--- config.mk ---
export PLATFORM = sky130hd
export DESIGN_NAME = pkt_spi_read
export DESIGN_NICKNAME = d
export VERILOG_FILES = /design/src/rtl/pkt_spi_read.sv
export SDC_FILE = /design/constraint.sdc
export NUM_CORES = 1
export LEC_CHECK = 0
export BUFFER_PORTS_ARGS = -buffer_cell sky130_fd_sc_hd__buf_2
export CAP_MARGIN = 20
export CORE_MARGIN = 4
export CORE_UTILIZATION = 40
export DETAILED_ROUTE_END_ITERATION = 10
export MAX_ROUTING_LAYER = met4
export PLACE_DENSITY = 0.78
export SLEW_MARGIN = 0
export SYNTH_ARGS = -nofsm -noshare
export SYNTH_HDL_FRONTEND = slang
export SYNTH_SLANG_ARGS = --single-unit
--- constraint.sdc ---
create_clock -name clk -period 4.3 [get_ports clk]
set_input_delay 0.86 -clock clk [delete_from_list [all_inputs] [get_ports clk]]
set_output_delay 0.86 -clock clk [all_outputs]
set_load 0.005 [all_outputs]
--- src/rtl/pkt_spi_read.sv ---
// Packet FIFO readout for the SPI slave simple-bus: one status byte per transaction,
// then the packet bytes in order, then zero padding after the packet's last byte.
module pkt_spi_read #(
  parameter logic [7:0] BASE = 8'h30
) (
  input  logic       clk,
  input  logic       rst,
  input  logic [7:0] sb_addr,
  input  logic [7:0] sb_data,
  input  logic       sb_first,
  input  logic       sb_last,
  input  logic       sb_stb,
  output logic [7:0] rd_data,
  input  logic [7:0] fifo_data,
  input  logic       fifo_last,
  input  logic       fifo_empty,
  output logic       fifo_rden,
  output logic       underrun
);

  typedef enum logic [1:0] {IDLE, STREAM, PAD} state_t;

  state_t     r_state, w_state_next;
  logic [7:0] r_rd_data, w_rd_data_next;
  logic       r_underrun, w_underrun_next;
  logic       r_mid_packet, w_mid_packet_next;
  logic       w_sel;
  logic [7:0] w_status;
  logic       w_unused;

  // MOSI payload is irrelevant to a read-only window
  assign w_unused = ^sb_data;

  assign w_sel    = sb_stb && (sb_addr == BASE);
  assign w_status = {~fifo_empty, r_mid_packet, 5'b0, r_underrun};

  // IDLE shows the live status so it is valid straight out of reset or a transaction end
  assign rd_data  = (r_state == IDLE) ? w_status : r_rd_data;
  assign underrun = r_underrun;

  always_ff @(posedge clk) begin
    if (rst) begin
      r_state      <= IDLE;
      r_rd_data    <= 8'h00;
      r_underrun   <= 1'b0;
      r_mid_packet <= 1'b0;
    end else begin
      r_state      <= w_state_next;
      r_rd_data    <= w_rd_data_next;
      r_underrun   <= w_underrun_next;
      r_mid_packet <= w_mid_packet_next;
    end
  end

  always_comb begin
    w_state_next      = r_state;
    w_rd_data_next    = r_rd_data;
    w_underrun_next   = r_underrun;
    w_mid_packet_next = r_mid_packet;
    fifo_rden         = 1'b0;

    if (r_state == IDLE) begin
      w_rd_data_next = w_status;
    end

    if (w_sel) begin
      // status byte has just gone out, so the reported underrun is acknowledged
      if (sb_first) begin
        w_underrun_next = 1'b0;
      end

      if (sb_last) begin
        w_state_next = IDLE;
      end else if (sb_first || (r_state == STREAM)) begin
        if (!fifo_empty) begin
          w_rd_data_next    = fifo_data;
          fifo_rden         = 1'b1;
          w_mid_packet_next = ~fifo_last;
          w_state_next      = fifo_last ? PAD : STREAM;
        end else begin
          w_rd_data_next  = 8'h00;
          w_underrun_next = 1'b1;
          w_state_next    = STREAM;
        end
      end else if (r_state == PAD) begin
        w_rd_data_next = 8'h00;
      end
    end
  end

endmodule

==> summary.txt, run 1 <==
Synth
  • Mapped Area: 585.6 µm²
  • Syn Area/Cell: 10.10 µm²
  • Dominant synthesized flop cell: dfxtp_1
  • Most common cell in the netlist: dfxtp_1
  • Syn. warnings: 0
  • Main combinational cell family by area after synthesis: simple AND/OR/NAND/NOR gates
  • Seq/Total Area, Yosys: 41.03%
  • Gate Count Post-Synth: 58
  • Largest cells by area after synthesis: dfxtp_1 (41%), a22o_1 (12%), nor2b_1 (5.3%)
  • Yosys top cell by area: dfxtp_1
  • Asr flop ratio synth: 0%
  • Syn_nets: 89
  • #FFs+latches synth: 12
  • Post-synth top area share: 41.03%
  • Post-synth EDFFs: 0
  • Most frequent cells after synthesis: dfxtp_1 (12), a22o_1 (8), nor2_1 (6)
  • Simple-gate share of the synthesized area: 27.14%
  • Post-synthesis mux area share: 5.556%
  • XOR/XNOR Fraction of Synth Area: 1.496%
  • Compound-gate portion of the synthesized area: 23.50%
  • Post-Synth Adder-Cell Area: 0%
  • Cell variety after synth: 23

Detailed routing
  • DRT Pass-1 Iters: 4
  • Met2 wire length: 729 µm
  • Met1 Wirelength: 541 µm
  • Met3 Wirelength: 83 µm
  • Top sig layer: met3
  • Routed vias/inst: 5.303
  • Drt initial violations: 9
  • Via count: 578
  • Routed Antenna Nets: 0
  • Avg WL per Cell: 12.42 µm
  • Post-detailed-route DRC marker count: 0
  • Routed wire length: 1354 µm

STA
  • Final hold violations: 0
  • Final setup viols: 0
  • Final hold slack: 0.4838 ns
  • Minimum clock period: 2.528 ns
  • RSZ-0062 raised after global routing: no
  • Max Slew Vio Count: 0
  • Fmax: 0.3956 GHz
  • Relative slew slack: 49.30%
  • Clock Skews: 0.001988 ns
  • Fin Setup TNS: 0 ns
  • Least-Margin Pin Slew: 0.7506 ns
  • Final Cycle Share: 58.78%

Critical path
  • Worst-path fanout max: 6
  • Worst EP required: 3.44 ns
  • Setup slack, reg-to-reg: 2.72 ns
  • Crit path kind: input port to primary output
  • R2R depth: 4
  • R2r endpoint: r_rd_data[2]
  • CP startpoint kind: input port
  • Crit end category: primary output
  • Arrival time at the worst endpoint: 1.67 ns
  • R2R Path Start: r_state[0]

Placement
  • HPWL after DPL: 1061 µm
  • PortBufs: 32
  • Placed Cells: 105
  • Placer Congestion: 0.7372

Final layout
  • Filler Cell Count: 128
  • Multi-input gate area: 337.8 µm²
  • Post-Layout Cell Count: 109
  • ANT cells: 0
  • Register area: 240.2 µm²
  • P&R area growth vs syn: 36.75%
  • Util after Layout: 60.04%
  • Share of post-route cells with drive strength above 1: 44.68%
  • Nets: 126

Die
  • Die width: 46.26 µm
  • Core Rows: 13
  • Core ar.: 1334 µm²
  • Io pins: 41
  • Area of the die: 2140 µm²
  • Die H: 46.26 µm
  • Initial Utilization: 43.90%

Global route
  • First-pass GRT wire length: 2152 µm
  • Total track usage: 14.43%
  • Grt ovf: 0
  • Vias in the first global route: 510
  • Pin count of the biggest net entering global routing: 9
  • Initial antenna violation count: 0

Clock tree
  • CTS clock-pin slew for the worst setup and hold paths: 0.07 ns
  • Clock sinks: 12
  • CTS root buf: clkbuf_4
  • Max Buffers Root-to-Sink: 2
  • Clk_lat worst skew: 0.27 ns
  • PostCTS Resize Cnt: 0
  • Hold Buf Count CTS: 0
  • Max H-tree Level: 1
  • Post-CTS Setup Bufs: 0
  • CTS Buf Count: 3
  • CTS tree: done

Hold path
  • Worst Hold End: underrun
  • Worst Hold Depth: 2
  • Hold WC Path Type: flip-flop to flip-flop
  • Hold Path Origin: underrun

Power and ir drop
  • Total power draw: 0.2209 mW
  • Pleak: 0.3658 nW
  • P per Cell Area: 275.8 nW/µm²
  • Max VDD drop: 155.2 µV

Status
  • Status: complete, no violations

Run
  • Max Cap Viol: 0
cell type report:
cell class	instances	area share (%)
multi-input cells	44	42.19
repair buffers	32	20.00
flip-flops and latches	12	30.00
clock buffers	4	4.531
inverters	2	0.9375
well taps	15	2.344
placed cells by master, fill, tap and decap left out:
cell,n
a21oi_1,4
a22o_1,8
a41oi_1,1
and2b_1,1
and4bb_2,1
buf_2,32
clkbuf_4,3
clkbuf_8,1
dfxtp_1,12
inv_1,2
mux2_2,2
mux2i_1,1
nand2_1,1
nand3_2,1
nor2_1,6
nor2b_1,5
nor3_1,1
nor3b_4,1
nor4_1,1
nor4b_4,1
o2111a_1,1
o21ai_0,4
o31ai_1,1
or4_1,1
or4b_1,1
xnor2_1,1
metal layers:
layer	vias to the layer above	global-route usage (%)
met5	-	-
met4	0	5.114
met3	0	5.859
met2	12	23.08
met1	274	16.04
li1	292	-
metrics by stage:
step,area [µm²],setup WS (ns)
2_1_floorplan,585.6,2.044
3_3_place_gp,764.5,1.763
3_5_place_dp,764.5,1.761
4_1_cts,800.8,1.761
5_1_grt,800.8,1.693
6_report,800.8,1.772
flip-flops by register name, summed over array words and instances (netlist names):
signal and flops:
underrun 1, r_rd_data 8, r_mid_packet 1, r_state 2
how the worst max path moves through the flow:
stage	slack, ns	start	to
2_1_floorplan	2.04	sb_addr[6]	fifo_rden
3_3_place_gp	1.76	fifo_empty	fifo_rden
3_5_place_dp	1.76	sb_last	fifo_rden
4_1_cts	1.76	sb_last	fifo_rden
5_1_grt	1.69	sb_last	fifo_rden
6_report	1.77	sb_last	fifo_rden
cells by family after synthesis:
family | Yosys count
DFF | 12
AOI/OAI and AO/OA | 19
xor gates and xnor gates | 1
muxes | 3
buffers and inverters | 2
and+or+nand+nor | 21
worst max-delay path: stages:
cell	delay, ns
buf_2	0.14
nor4_1	0.26
o2111a_1	0.27
buf_2	0.13
power breakdown:
part / switching [mW] / internal (mW)
clock: 0.0367 / 0.0515
sequential: 0.000102 / 0.112
combinational: 0.0102 / 0.0109
Power figures use the tool's default switching activity.
==> inputs of run 2 (changes only) <==
--- a/config.mk
+++ b/config.mk
@@ -8,10 +8,10 @@
 export BUFFER_PORTS_ARGS = -buffer_cell sky130_fd_sc_hd__buf_2
 export CAP_MARGIN = 20
 export CORE_MARGIN = 4
-export CORE_UTILIZATION = 40
+export CORE_UTILIZATION = 35
 export DETAILED_ROUTE_END_ITERATION = 10
 export MAX_ROUTING_LAYER = met4
-export PLACE_DENSITY = 0.78
+export PLACE_DENSITY = 0.73
 export SLEW_MARGIN = 0
 export SYNTH_ARGS = -nofsm -noshare
 export SYNTH_HDL_FRONTEND = slang
==> constraint.sdc (replaced) <==
create_clock -name clk -period 2.15 [get_ports clk]
set_input_delay 0.43 -clock clk [delete_from_list [all_inputs] [get_ports clk]]
set_output_delay 0.43 -clock clk [all_outputs]
set_load 0.005 [all_outputs]
==> summary.txt, run 2 (synthesis results as in run 1) <==
Status
  • Status: complete, no violations

Clock tree
  • CTS clock-pin slew for the worst setup and hold paths: 0.07 ns
  • CTS tree: done
  • Hold Buf Count CTS: 0
  • PostCTS Resize Cnt: 0
  • Max H-tree Level: 1
  • Clk_lat worst skew: 0.26 ns
  • CTS root buf: clkbuf_4
  • CTS Buf Count: 3
  • Max Buffers Root-to-Sink: 2
  • Clock sinks: 12
  • Post-CTS Setup Bufs: 0

Global route
  • Initial antenna violation count: 0
  • Pin count of the biggest net entering global routing: 9
  • Vias in the first global route: 551
  • Total track usage: 12.26%
  • Grt ovf: 0
  • First-pass GRT wire length: 2297 µm

Die
  • Initial Utilization: 37.99%
  • Core ar.: 1541 µm²
  • Io pins: 41
  • Die H: 48.90 µm
  • Die width: 48.90 µm
  • Core Rows: 14
  • Area of the die: 2391 µm²

STA
  • Clock Skews: 0.0003907 ns
  • Final Cycle Share: 83.78%
  • RSZ-0062 raised after global routing: no
  • Final hold slack: 0.3769 ns
  • Least-Margin Pin Slew: 0.7624 ns
  • Fin Setup TNS: 0 ns
  • Minimum clock period: 1.801 ns
  • Final hold violations: 0
  • Final Worst Setup Slack: 0.3488 ns
  • Max Slew Vio Count: 0
  • Fmax: 0.5552 GHz
  • Final setup viols: 0
  • Relative slew slack: 48.50%

Final layout
  • Util after Layout: 51.62%
  • Commonest non-fill, non-tap cell in the layout: buf_2
  • Max reg flops: 8
  • Commonest cells after routing, fill and taps aside: buf_2 (32), dfxtp_1 (12), a22o_1 (8)
  • P&R area growth vs syn: 35.90%
  • ANT cells: 0
  • Share of post-route cells with drive strength above 1: 44.68%
  • Largest regs: r_rd_data (8), r_state (2)
  • Nets: 127
  • Reg with most FFs: r_rd_data

Power and ir drop
  • P per Cell Area: 496.7 nW/µm²
  • Max VDD drop: 332.0 µV
  • Pleak: 0.3627 nW

Critical path
  • Crit end category: primary output
  • Crit path kind: flip-flop to primary output
  • CP startpoint kind: flip-flop
  • Arrival time at the worst endpoint: 1.37 ns
  • Worst EP required: 1.72 ns
  • Worst-path fanout max: 6

Detailed routing
  • Routed Antenna Nets: 0
  • Drt initial violations: 7
  • Routed wire length: 1380 µm
  • Routed vias/inst: 5.291
  • Post-detailed-route DRC marker count: 0
  • DRT Pass-1 Iters: 4
  • Avg WL per Cell: 12.55 µm
  • Via count: 582

Placement
  • Placer Congestion: 0.6928
  • PortBufs: 32
  • Dpl ws: 0.4237 ns
  • HPWL after DPL: 1145 µm

Run
  • Max Cap Viol: 0

Hold path
  • Hold WC Path Type: input port to flip-flop
[run 2: worst paths after layout]
kind	start	end	slack, ns	cells past startpoint
hold / removal	fifo_data[6]	r_rd_data[6]	0.38	2
hold reg to reg	underrun	underrun	0.49	2
setup reg to reg	r_state[1]	r_rd_data[2]	0.56	4
setup / recovery	r_state[1]	rd_data[0]	0.35	3
[run 2: area by class of cell]
class | instances | area (µm²)
multi-input cells | 44 | 337.8
fillers | 155 | 745.7
well taps | 16 | 20.02
clock buffers | 3 | 22.52
inverters | 2 | 7.507
repair buffers | 33 | 167.7
flip-flops and latches | 12 | 240.2
[run 2: metal layers]
metal	GRT usage [%]	share of wire, %	up-vias
li1	-	-	296
met4	2.691	0.58	0
met5	-	0	-
met3	5.199	5.0	2
met1	12.78	40	271
met2	21.30	55	13
[run 2: critical path: stages (launching register included)]
cell	delay, ns
dfxtp_1	0.36
nor2_1	0.24
mux2_2	0.38
buf_2	0.13
[run 2: power breakdown]
part	switching (mW)	internal [mW]	total (mW)
sequential	0.000225	0.223	0.223
clock	0.0648	0.0646	0.129
combinational	0.0206	0.0218	0.0424
total	0.0857	0.310	0.395
[run 2: through the flow]
stage	total power [mW]	cells	cell area, µm²
final	0.3952	110	795.8
after global routing	0.4194	110	795.8
after CTS	0.4031	110	795.8
after detailed placement	0.2711	107	773.2
after global placement	0.2702	107	773.2
after floorplan	0.2422	58	585.6
